--- src/rtl/bus_pkg.sv ---
// bus_pkg: shared arbiter states, master ids and slave-select decode.
package bus_pkg;
  typedef enum logic [1:0] {IDLE, WAIT, GRANT, TURN} state_t;
  typedef enum logic {M1, M2} mid_t;
  localparam int SEL_W = 4;
  localparam int MAX_SLAVES = 15;
  function automatic logic [MAX_SLAVES-1:0] sel_onehot(input logic [SEL_W-1:0] sel);
    return (sel == '0) ? '0 : MAX_SLAVES'(1) << (sel - 1'b1);
  endfunction
endpackage

--- src/rtl/arb_timeout_ctr.sv ---
// arb_timeout_ctr: grant hold counter with clear/enable and terminal count.
module arb_timeout_ctr #(
  parameter int TIMEOUT_CYC = 1024
) (
  input  logic clk,
  input  logic rstn,
  input  logic clr,
  input  logic en,
  output logic tc
);
  localparam int W = TIMEOUT_CYC > 1 ? $clog2(TIMEOUT_CYC) : 1;
  logic [W-1:0] cnt;
  always_ff @(posedge clk)
    if (!rstn || clr) cnt <= '0;
    else if (en) cnt <= cnt + 1'b1;
  assign tc = en && cnt == W'(TIMEOUT_CYC - 1);
endmodule

--- src/rtl/bus_arbiter.sv ---
// bus_arbiter: two-master bus arbiter with slave-select decode and hold timeout.
module bus_arbiter #(
  parameter int N_SLAVES    = 3,
  parameter int SEL_W       = bus_pkg::SEL_W,
  parameter int TIMEOUT_CYC = 1024
) (
  input  logic                clk,
  input  logic                rstn,
  input  logic                m1_req,
  input  logic [SEL_W-1:0]    m1_sel,
  output logic                m1_grant,
  output logic                m1_err,
  input  logic                m2_req,
  input  logic [SEL_W-1:0]    m2_sel,
  output logic                m2_grant,
  output logic                m2_err,
  input  logic [N_SLAVES-1:0] s_ready,
  input  logic                s_done,
  output logic [N_SLAVES-1:0] s_en,
  output logic                owner,
  output logic                busy
);
  import bus_pkg::*;
  state_t state, nxt;
  mid_t win, nwin, pick, last_owner;
  logic [N_SLAVES-1:0] tgt, ntgt, oh1, oh2, psel;
  logic [1:0] lock, nlock, err, pbit, wbit;
  logic e1, e2, wreq, tc, rel;
  assign oh1  = N_SLAVES'(sel_onehot(m1_sel));
  assign oh2  = N_SLAVES'(sel_onehot(m2_sel));
  assign e1   = m1_req && !lock[0];
  assign e2   = m2_req && !lock[1];
  assign pick = (e1 && e2) ? (last_owner == M1 ? M2 : M1) : (e2 ? M2 : M1);
  assign psel = pick == M1 ? oh1 : oh2;
  assign pbit = pick == M1 ? 2'b01 : 2'b10;
  assign wbit = win == M1 ? 2'b01 : 2'b10;
  assign wreq = win == M1 ? m1_req : m2_req;
  arb_timeout_ctr #(.TIMEOUT_CYC(TIMEOUT_CYC)) u_ctr (
    .clk(clk), .rstn(rstn), .clr(state != GRANT), .en(state == GRANT), .tc(tc)
  );
  // Request withdrawal outranks both ready and timeout; s_done outranks everything.
  always_comb begin
    nxt   = state;
    nwin  = win;
    ntgt  = tgt;
    err   = '0;
    rel   = 1'b0;
    nlock = lock & {m2_req, m1_req};
    case (state)
      IDLE: if (e1 || e2) begin
        nwin = pick;
        if (psel == '0) begin
          err   = pbit;
          nlock = nlock | pbit;
        end else begin
          ntgt = psel;
          nxt  = |(psel & s_ready) ? GRANT : WAIT;
        end
      end
      WAIT: nxt = !wreq ? TURN : (|(tgt & s_ready) ? GRANT : WAIT);
      GRANT: if (s_done || !wreq || tc) begin
        nxt = TURN;
        rel = 1'b1;
        if (!s_done && wreq) begin
          err   = wbit;
          nlock = nlock | wbit;
        end
      end
      default: nxt = IDLE;
    endcase
  end
  always_ff @(posedge clk)
    if (!rstn) begin
      state      <= IDLE;
      win        <= M1;
      tgt        <= '0;
      lock       <= '0;
      last_owner <= M2;
      m1_grant   <= 1'b0;
      m2_grant   <= 1'b0;
      m1_err     <= 1'b0;
      m2_err     <= 1'b0;
      s_en       <= '0;
      owner      <= 1'b0;
      busy       <= 1'b0;
    end else begin
      state    <= nxt;
      win      <= nwin;
      tgt      <= ntgt;
      lock     <= nlock;
      if (rel) last_owner <= win;
      m1_grant <= nxt == GRANT && nwin == M1;
      m2_grant <= nxt == GRANT && nwin == M2;
      m1_err   <= err[0];
      m2_err   <= err[1];
      s_en     <= nxt == GRANT ? ntgt : '0;
      busy     <= nxt == WAIT || nxt == GRANT;
      if (nxt == GRANT) owner <= nwin == M2;
    end
endmodule

--- config.mk ---
export PLATFORM = sky130hd
export DESIGN_NAME = bus_arbiter
export DESIGN_NICKNAME = d
export VERILOG_FILES = /design/src/rtl/bus_pkg.sv /design/src/rtl/arb_timeout_ctr.sv /design/src/rtl/bus_arbiter.sv
export SDC_FILE = /design/constraint.sdc
export NUM_CORES = 1
export LEC_CHECK = 0
export CAP_MARGIN = 25
export CORE_ASPECT_RATIO = 1.75
export CORE_UTILIZATION = 35
export CTS_BUF_LIST = sky130_fd_sc_hd__clkbuf_8
export CTS_CLUSTER_DIAMETER = 200
export DETAILED_ROUTE_END_ITERATION = 7
export GPL_TIMING_DRIVEN = 0
export SYNTH_ARGS = -nofsm -noshare
export SYNTH_HDL_FRONTEND = slang
export SYNTH_SLANG_ARGS = --single-unit
--- constraint.sdc ---
create_clock -name clk -period 5.3 [get_ports clk]
set_input_delay 1.06 -clock clk [delete_from_list [all_inputs] [get_ports clk]]
set_output_delay 1.06 -clock clk [all_outputs]
set_load 0.01 [all_outputs]
# Word level (Yosys, flattened, before mapping)
# Cells that the tools add are included.
# Widths: inputs -> output; s select.
classes:
  n_addsub: 3
  eq_ne: 6
  n_shift: 2
  mux: 33
  bitwise_logic: 6
  reduce_logical: 24
ops:
  columns: ["cell", "n"]
  rows:
  - ["$mux 2", 16]
  - ["$mux 3", 6]
  - ["$add 10x1->10 const B", 1]
  - ["$eq 10x10->1 const B", 1]
  - ["$logic_not 4->1", 2]
  - ["$mux 1", 8]
  - ["$pmux 2 s2", 2]
  - ["$shl 1x4->3 const A", 2]
  - ["$sub 4x1->4 const B", 2]
  - ["$logic_and 1x1->1", 7]
  - ["$and 3x3->3", 2]
  - ["$pmux 2 s3", 1]
  - ["$reduce_or 3->1", 2]
  - ["$logic_not 1->1", 5]
  - ["$logic_or 1x1->1", 5]
  - ["$eq 2x1->1 const B", 2]
  - ["$eq 2x2->1 const B", 2]
  - ["$or 2x2->2", 2]
  - ["$logic_not 3->1", 1]
  - ["$and 2x2->2", 1]
  - ["$logic_not 2->1", 1]
  - ["$ne 2x2->1 const B", 1]
  - ["$reduce_and 2->1", 1]
  - ["$not 1->1", 1]
totals:
  register_bits: 28
  inputBits: 16
  output_inout_bits: 9

# Longest topological paths before layout
# Gate-level depths: netlist of the first run.
logic_depth:
  depth_word: 13
  mapped_depth: 10
  depth_no_buf: 10

# Hierarchy
# Synthesis of the first run repeated with hierarchy kept, for this count alone.
unflattened:
  hier_cells: 181
  hier_area_um2: 1546.5
by_module_without_submodules:
  columns: ["mod", "n_inst", "cells_each", "area_per_inst_um2", "seq_area_each_um2"]
  rows:
  - ["bus_arbiter", 1, 129, 1083.5, 360.3]
  - ["arb_timeout_ctr", 1, 52, 462.9, 200.2]

# Least setup slack after synthesis of the first run
# OpenSTA, ideal clock, no wires.
synth_timing:
  path_type: "in2reg"
  startpoint: "in m1_sel[0]"
  endpoint: "reg owner"
  setup_time_ns: 0.116
  t_arrival_ns: 3.089
  required_ns: 5.184
  slack_ns: 2.095
  path_stages: 9
  n_path_buf: 0
  path_cell_list: "inv_1 -> ha_1 -> and3b_1 -> o211a_1 -> o21a_1 -> or4_4 -> a211o_1 -> ha_1 -> o211a_1"
synth_between:
  elab_chain_len: 11
  elab_cells_between_ends: 13
  cone_classes: "add/sub (1); eq/ne (1); shift (1); mux (6); bitwise (1); reduce/logical (3)"
synth_rtl:
  columns: ["item", "line", "rtl"]
  rows:
  - ["start, declared", "bus_arbiter.sv:10", "input logic [SEL_W-1:0] m1_sel,"]
  - ["$sub 4x1->4", "bus_pkg.sv:8", "return (sel == '0) ? '0 : MAX_SLAVES'(1) << (sel - 1'b1);"]
  - ["$shl 1x4->3", "bus_pkg.sv:8", null]
  - ["$mux 3 (*)", "bus_pkg.sv:8", null]
  - ["$mux 3 (*)", "bus_arbiter.sv:34", "assign psel = pick == M1 ? oh1 : oh2;"]
  - ["$and 3x3->3", "bus_arbiter.sv:57", "nxt = |(psel & s_ready) ? GRANT : WAIT;"]
  - ["$reduce_or 3->1", "bus_arbiter.sv:57", null]
  - ["$mux 2", "bus_arbiter.sv:57", null]
  - ["$mux 2 (*)", "bus_arbiter.sv:52", "if (psel == '0) begin"]
  - ["$mux 2 (*)", "bus_arbiter.sv:50", "IDLE: if (e1 || e2) begin"]
  - ["$pmux 2 s3 (*)", "bus_arbiter.sv:49", "case (state)"]
  - ["named net nxt[1]", "bus_arbiter.sv:24", "state_t state, nxt;"]
  - ["$eq 2x2->1 (*)", "bus_arbiter.sv:98", "if (nxt == GRANT) owner <= nwin == M2;"]
  - ["end signal, assigned", "bus_arbiter.sv:84", "owner <= 1'b0;"]
  - ["end signal, assigned", "bus_arbiter.sv:98", null]
  - ["end, declared", "bus_arbiter.sv:20", "output logic owner,"]
# The timed path passes the listed nets; every way through them passes the cells marked *.
# A chain may end at the register's enable or synchronous reset.

# Final worst setup path of the first run
layout_timing:
  startpoint: "in m2_sel[0]"
  endpoint: "reg s_en[2]"
layout_between:
  elab_chain_len: 12
  elab_cells_between_ends: 17
  cone_classes: "add/sub (1); eq/ne (1); shift (1); mux (9); bitwise (1); reduce/logical (4)"
layout_rtl:
  columns: ["item", "line", "rtl"]
  rows:
  - ["start, declared", "bus_arbiter.sv:14", "input logic [SEL_W-1:0] m2_sel,"]
  - ["$sub 4x1->4", "bus_pkg.sv:8", null]
  - ["$shl 1x4->3", "bus_pkg.sv:8", null]
  - ["$mux 3 (*)", "bus_pkg.sv:8", null]
  - ["$mux 3 (*)", "bus_arbiter.sv:34", null]
  - ["$and 3x3->3", "bus_arbiter.sv:57", null]
  - ["$reduce_or 3->1", "bus_arbiter.sv:57", null]
  - ["$mux 2", "bus_arbiter.sv:57", null]
  - ["$mux 2", "bus_arbiter.sv:52", null]
  - ["$mux 2", "bus_arbiter.sv:50", null]
  - ["$pmux 2 s3", "bus_arbiter.sv:49", null]
  - ["$eq 2x2->1", "bus_arbiter.sv:96", "s_en <= nxt == GRANT ? ntgt : '0;"]
  - ["$reduce_and 2->1 (no line)", null, null]
  - ["end signal, assigned", "bus_arbiter.sv:96", null]
  - ["end, declared", "bus_arbiter.sv:19", "output logic [N_SLAVES-1:0] s_en,"]
# Mark *: on every way between the ends. The rest lies on a longest branch, timed or not.

==> results.rst, run 1 <==
.. list-table::
   :header-rows: 1

   * - Metric
     - Value
   * - Summed negative setup slack over all endpoints
     - 0 ps
   * - Proportion of synthesized area in mux cells
     - 0.636%
   * - Worst path max stage delay
     - 600 ps
   * - Gate count of the mapped netlist
     - 187
   * - Final HPWL from detailed placement
     - 2960 um
   * - Number of global-route vias before repair
     - 1,422
   * - CTS-repair resized insts
     - 0
   * - Sum of routed wire length over all layers
     - 3600 um
   * - Placer congestion estimate
     - 0.843
   * - Capture point of the worst reg-to-reg path
     - s_en[2]
   * - Depth of the worst hold-timing path
     - 1
   * - Most used cell, CP
     - ha_1
   * - Sequential-to-total area share from yosys stat
     - 35.6%
   * - Comb pwr share
     - 24.9%
   * - Number of enable flip-flop cells after synthesis
     - 0
   * - Number of ports placed on the die boundary
     - 25
   * - Total Power
     - 0.540 mW
   * - Final Max Slew Viols
     - 0
   * - Sequential group share of total power
     - 44.1%
   * - Sinks on Clock Net
     - 28
   * - Drt wl/cell
     - 13.7 um
   * - Final-layout worst hold slack
     - 478 ps
   * - Synth Area in Adders
     - 3.18%
   * - Horiz. Die Dim
     - 52.7 um
   * - Worst Max-Slew Pin Slew
     - 672 ps
   * - Dominant combinational cell family by area after synthesis
     - simple AND/OR/NAND/NOR gates
   * - Die Outline Area
     - 4780 um^2
   * - Maximum clock path buffer count
     - 2
   * - Count of hold buffers inserted by post-cts repair
     - 0
   * - Static leakage power
     - 0.719 nW
   * - Achievable frequency
     - 0.263 GHz
   * - Filler Cells Inserted
     - 428
   * - Final setup vio count
     - 0
   * - Overall global routing resource usage
     - 16.8%
   * - Number of DRC markers in iteration 0
     - 30
   * - Slowest-stage cell, CP
     - clkdlybuf4s50_1
   * - Final routed DRC violation total
     - 0
   * - Initial antenna violation count
     - 0
   * - Period utilization
     - 71.8%
   * - Count of final hold-check violations
     - 0
   * - Die Y
     - 90.7 um
   * - Max transition margin
     - 54.7%
   * - Post-Syn Nets
     - 207
   * - Total internal power
     - 0.391 mW
   * - Setup crit end kind
     - flop
   * - Row Count
     - 31
   * - Core ar.
     - 4230 um^2
   * - Count of TritonRoute iterations in the first routing pass
     - 4
   * - Commonest non-fill, non-tap cells in the layout
     - dfxtp_1 (28), clkdlybuf4s50_1 (23), nor2_1 (22)
   * - Arrival time at the worst endpoint
     - 4020 ps
   * - Initial Util
     - 37.2%
   * - Top_reg_cell synth
     - dfxtp_1
   * - Final core area utilization
     - 45.8%
   * - Leftover overflow at the end of global routing
     - 0
   * - Largest net degree at the start of global routing
     - 17
   * - Post CTS Setup Buffer Count
     - 0
   * - Hold Crit Endpoint
     - u_ctr.cnt[0]
   * - Reported max-cap violation count
     - 0
   * - Type of origin of the critical path
     - primary input
   * - Root Driver
     - clkbuf_8
   * - Critical register-to-register path startpoint
     - lock[1]
   * - Via-to-Cell Ratio
     - 5.45
   * - Crit-path cells
     - clkdlybuf4s50_1 -> inv_1 -> ha_1 -> or3b_1 -> or4_1 -> a21boi_1 -> nor4_1 -> a21oi_1 -> ha_1 -> nand2_1 -> nor3_1
   * - Area growth from synthesis to layout
     - 23.1%
   * - Clock Pin Slew Worst Setup and Hold Paths
     - 100 ps
   * - Power spent charging and discharging nets
     - 0.148 mW
   * - Inserted Clock Buffers
     - 3
   * - Post-synthesis compound-gate area fraction
     - 18.1%
   * - Worst clock skew on the final layout
     - 8.59 ps
   * - FF-to-FF path depth
     - 8
   * - Origin of the worst min-delay path
     - u_ctr.cnt[0]
   * - Flip-flop and latch count after synthesis
     - 28
   * - Status
     - finished clean
   * - Commonest non-fill, non-tap cell in the layout
     - dfxtp_1
   * - Number of levels the H-tree was split into
     - 1
   * - Hold/Removal Path Class
     - reg -> reg
   * - Power density relative to cell area
     - 279 nW/um^2
   * - Number of nets in the layout
     - 235
   * - Post-Syn Area per Cell
     - 8.41 um^2
   * - WP data required
     - 5510 ps
   * - Critical path's top delay family
     - simple AND/OR/NAND/NOR gates
   * - Maximum fanout along the worst path
     - 8
   * - Synthesis warning total
     - 0
   * - Switching Fraction
     - 27.5%
   * - Proportion of layout cells with a drive suffix above 1
     - 4.67%
   * - Worst-case vdd ir drop
     - 0.000174 V
   * - Portion of total power attributed to the clock network
     - 31.1%
   * - Unrepaired setup endpoints after global routing
     - no
   * - Placement-stage worst setup slack
     - 1240 ps
   * - Worst setup path category
     - in -> reg
   * - DR vias
     - 1,434
   * - Worst-skew pair later-pin latency
     - 280 ps
   * - Antenna fix cells
     - 0
   * - Crit path buffers/inverters
     - 2
   * - Register-to-register path setup slack
     - 2830 ps
   * - Area share of xor/xnor cells in the synthesized design
     - 6.13%
   * - Tmin final
     - 3810 ps
   * - First-pass GRT wire length
     - 6130 um
   * - Share of synthesized cell area in and, or, nand and nor gates
     - 33.9%
   * - Post-route ant nets
     - 0
   * - Yosys cell types
     - 51
   * - CTS tree
     - built
   * - Summed instance area of the synthesized netlist
     - 1570 um^2
   * - Asr flop ratio synth
     - 0%
   * - Fin worst setup slack
     - 1490 ps
   * - I/O Buffers
     - 23
==> synthesized netlist by cell type (2+ instances only) <==
cell      count  area share (%)
dfxtp_1      28              36
nor2_1       22             5.3
nand2_1      10             2.4
nor2b_1      10             4.0
o21ai_0       9             2.9
inv_1         8             1.9
nand3_1       7             2.2
xor2_1        7             3.9
nand4_1       6             2.4
a21oi_1       5             1.6
and3_1        4             1.6
and3b_1       4             2.2
ha_1          4             3.2
nor3b_1       4             1.9
xnor2_1       4             2.2
a21o_1        3             1.4
a31oi_1       3             1.2
and4_1        3             1.7
nand2b_1      3             1.2
nand3b_1      3             1.4
a21boi_0      2            0.95
and2_1        2            0.80
nor4_1        2            0.80
o211a_1       2             1.3
o211ai_1      2            0.95
o21a_1        2            0.95
o21ai_1       2            0.64
or3_1         2            0.80
or4_1         2            0.95
==> layer usage <==
metal  routed length [um]  global-route usage [%]
met1                 1370                    17.3
met2                 2040                    31.8
met3                   93                    2.36
met4                   95                    6.14
met5                    0                       0
==> metrics by stage <==
stage,cells,cell area (um^2)
6_report,263,1940
5_1_grt,263,1940
4_1_cts,263,1940
3_5_place_dp,259,1860
3_3_place_gp,259,1860
2_1_floorplan,187,1570
==> kinds of logic (layout without fill, tap and decap cells) <==
group | count (synthesis) | count (layout)
AO/OA/AOI/OAI | 41 | 41
flip-flops | 28 | 28
XOR/XNOR | 11 | 11
adder cells (fa/ha/maj) | 4 | 4
multiplexers | 1 | 1
AND/OR/NAND/NOR | 92 | 92
buffers and inverters | 10 | 37
==> power groups by stage <==
| stage | registers [mW] | clock network, mW | logic, mW |
|---|---|---|---|
| CTS | 0.238 | 0.172 | 0.136 |
| floorplan | 0.244 | 0 | 0.0805 |
| global placement | 0.243 | 0 | 0.135 |
| detailed placement | 0.243 | 0 | 0.135 |
| global route | 0.241 | 0.178 | 0.151 |
| finish | 0.238 | 0.168 | 0.134 |
==> worst register-to-register path: cells and delay by family (launching register included) <==
family                     cells  cell delay, ps
AOI/OAI and AO/OA              3             820
DFF                            1             330
and+or+nand+nor                4            1010
adders and majority gates      1             210
==> worst max path at each step <==
stage | start | slack, ps | end | depth (start not counted)
5_1_grt | m2_sel[0] | 1150 | s_en[2] | 11
2_1_floorplan | m1_sel[0] | 2090 | owner | 9
3_5_place_dp | m2_sel[0] | 1240 | s_en[2] | 11
3_3_place_gp | m2_sel[0] | 1230 | s_en[2] | 11
6_report | m2_sel[0] | 1490 | s_en[2] | 11
4_1_cts | m2_sel[0] | 1530 | s_en[2] | 11
==> layout make-up <==
cell class / instances / area, um^2 / area share, %
inverters: 8 / 30.0 / 1.55
multi-input cells: 149 / 973 / 50.3
repair buffers: 23 / 230 / 11.9
clock inverters: 1 / 30.0 / 1.55
plain buffers: 2 / 8.76 / 0.452
well taps: 49 / 61.3 / 3.17
flip-flops and latches: 28 / 561 / 29.0
clock buffers: 3 / 41.3 / 2.13
==> sequential cells by signal, summed over array words and instances (netlist names) <==
| name | cells |
|---|---|
| u_ctr.cnt | 10 |
| s_en | 3 |
| tgt | 3 |
| lock | 2 |
| state | 2 |
| busy | 1 |
| last_owner | 1 |
| m1_err | 1 |
| m1_grant | 1 |
| m2_err | 1 |
| m2_grant | 1 |
| owner | 1 |
| win | 1 |
Note: power is estimated with default switching activity, not from simulation.
==> run 2: changes to the inputs <==
==> constraint.sdc (replaced) <==
create_clock -name clk -period 3.7 [get_ports clk]
set_input_delay 0.74 -clock clk [delete_from_list [all_inputs] [get_ports clk]]
set_output_delay 0.74 -clock clk [all_outputs]
set_load 0.01 [all_outputs]
==> results.rst, run 2 (synthesized netlist as in run 1, its figures left out) <==
.. list-table::
   :header-rows: 1

   * - Metric
     - Value
   * - Status
     - finished clean
   * - Count of non-filler cells in the finished layout
     - 263
   * - Maximum clock path buffer count
     - 2
   * - I/O Buffers
     - 23
   * - Post CTS Setup Buffer Count
     - 0
   * - Initial Util
     - 37.2%
   * - Leftover overflow at the end of global routing
     - 0
   * - Sum of routed wire length over all layers
     - 3600 um
   * - Antenna fix cells
     - 0
   * - Final HPWL from detailed placement
     - 2960 um
   * - Static leakage power
     - 0.728 nW
   * - Arrival time at the worst endpoint
     - 3600 ps
   * - Clock Pin Slew Worst Setup and Hold Paths
     - 100 ps
   * - Horiz. Die Dim
     - 52.7 um
   * - Type of origin of the critical path
     - primary input
   * - Fin worst setup slack
     - 278 ps
   * - Post-route ant nets
     - 0
   * - Worst path max stage delay
     - 580 ps
   * - Largest net degree at the start of global routing
     - 17
   * - Die Outline Area
     - 4780 um^2
   * - Sinks on Clock Net
     - 28
   * - Tmin final
     - 3420 ps
   * - Final core area utilization
     - 45.8%
   * - Area growth from synthesis to layout
     - 23.2%
   * - CTS-repair resized insts
     - 0
   * - Crit path buffers/inverters
     - 2
   * - Worst setup path category
     - in -> reg
   * - Most used cell, CP
     - ha_1
   * - Period utilization
     - 92.5%
   * - Number of global-route vias before repair
     - 1,422
   * - Biggest registers after layout
     - u_ctr.cnt: 10 flops, s_en: 3 flops, tgt: 3 flops
   * - Number of levels the H-tree was split into
     - 1
   * - Drt wl/cell
     - 13.7 um
   * - Number of ports placed on the die boundary
     - 25
   * - Overall global routing resource usage
     - 16.8%
   * - Post-route cell area
     - 1940 um^2
   * - Placer congestion estimate
     - 0.843
   * - First-pass GRT wire length
     - 6130 um
   * - Worst-skew pair later-pin latency
     - 280 ps
   * - Proportion of layout cells with a drive suffix above 1
     - 4.67%
   * - Worst clock skew on the final layout
     - 8.79 ps
   * - Placement-stage worst setup slack
     - -38.9 ps
   * - Worst-case vdd ir drop
     - 0.000250 V
   * - Die Y
     - 90.7 um
   * - Commonest non-fill, non-tap cell in the layout
     - dfxtp_1
   * - Maximum fanout along the worst path
     - 7
   * - Register with the most flip-flops
     - u_ctr.cnt
   * - CTS tree
     - built
   * - Final Max Slew Viols
     - 0
   * - Achievable frequency
     - 0.292 GHz
   * - Count of hold buffers inserted by post-cts repair
     - 0
   * - Worst Max-Slew Pin Slew
     - 675 ps
   * - Count of TritonRoute iterations in the first routing pass
     - 4
   * - Power density relative to cell area
     - 399 nW/um^2
   * - Inserted Clock Buffers
     - 3
   * - Final setup vio count
     - 0
   * - Slowest-stage cell, CP
     - clkdlybuf4s50_1
   * - Critical path's top delay family
     - simple AND/OR/NAND/NOR gates
   * - Number of instances in the placed design
     - 259
   * - DR vias
     - 1,440
   * - Hold/Removal Path Class
     - reg -> reg
   * - Setup crit end kind
     - flop
   * - Max reg flops
     - 10
   * - Core ar.
     - 4230 um^2
   * - Count of final hold-check violations
     - 0
   * - WP data required
     - 3880 ps
   * - Row Count
     - 31
   * - Max transition margin
     - 54.5%
   * - Final routed DRC violation total
     - 0
   * - Root Driver
     - clkbuf_8
   * - Via-to-Cell Ratio
     - 5.48
   * - Number of nets in the layout
     - 235
   * - Number of DRC markers in iteration 0
     - 25
   * - Post-Place Cell Area
     - 1860 um^2
   * - Initial antenna violation count
     - 0
   * - Commonest non-fill, non-tap cells in the layout
     - dfxtp_1 (28), nor2_1 (22), clkdlybuf4s50_1 (22)
   * - Summed negative setup slack over all endpoints
     - 0 ps
   * - Reported max-cap violation count
     - 0
   * - Crit-path cells
     - clkdlybuf4s50_1 -> inv_1 -> ha_1 -> and3b_1 -> o211a_1 -> o21a_1 -> or4_4 -> a211o_1 -> ha_1 -> nand2_1 -> nor3_1
## run 2: layer usage
metal / track usage, % / vias to the layer above / wire length [um]
li1: - / 739 / -
met3: 2.36 / 9 / 89
met2: 31.8 / 25 / 2040
met5: 0 / - / 0
met4: 6.14 / 0 / 95
met1: 17.3 / 667 / 1370
## run 2: cell type report
class,instances,area (um^2)
fillers,428,2290
multi-input cells,149,973
flip-flops and latches,28,561
repair buffers,23,233
well taps,49,61.3
clock buffers,3,41.3
clock inverters,1,30.0
inverters,8,30.0
plain buffers,2,8.76
## run 2: path summary, 6_finish.rpt
check                     from      endpoint  slack [ps]  depth (start not counted)
setup / recovery     m1_sel[0]       s_en[2]         280                         11
hold / removal    u_ctr.cnt[0]  u_ctr.cnt[0]         480                          1
hold reg to reg   u_ctr.cnt[0]  u_ctr.cnt[0]         480                          1
setup reg to reg       lock[1]       s_en[2]        1230                          8
## run 2: where the power goes
| part | switching, mW | leakage (nW) | internal (mW) |
|---|---|---|---|
| Clock | 0.0950 | 0.0357 | 0.145 |
| Sequential | 0.0162 | 0.227 | 0.325 |
| Combinational | 0.101 | 0.466 | 0.0911 |
| Total | 0.212 | 0.728 | 0.561 |
## run 2: per-stage QoR
stage	hold WS (ps)	total power, mW
final	478	0.773
after global routing	507	0.816
after CTS	490	0.782
after detailed placement	465	0.541
after global placement	451	0.541
after floorplan	426	0.465
## run 2: worst register-to-register path, delay by kind of cell (launching register included)
family	cells	cell delay, ps
compound gates	3	820
simple gates	4	1010
flops	1	330
fa+ha+maj	1	210
==> run 3: changes to the inputs <==
--- a/config.mk
+++ b/config.mk
@@ -5,7 +5,7 @@
 export SDC_FILE = /design/constraint.sdc
 export NUM_CORES = 1
 export LEC_CHECK = 0
-export CAP_MARGIN = 25
+export CAP_MARGIN = 20
 export CORE_ASPECT_RATIO = 1.75
 export CORE_UTILIZATION = 35
 export CTS_BUF_LIST = sky130_fd_sc_hd__clkbuf_8
==> results of run 3 <==
The final DEF is identical to that of run 2; final timing and power are the same.
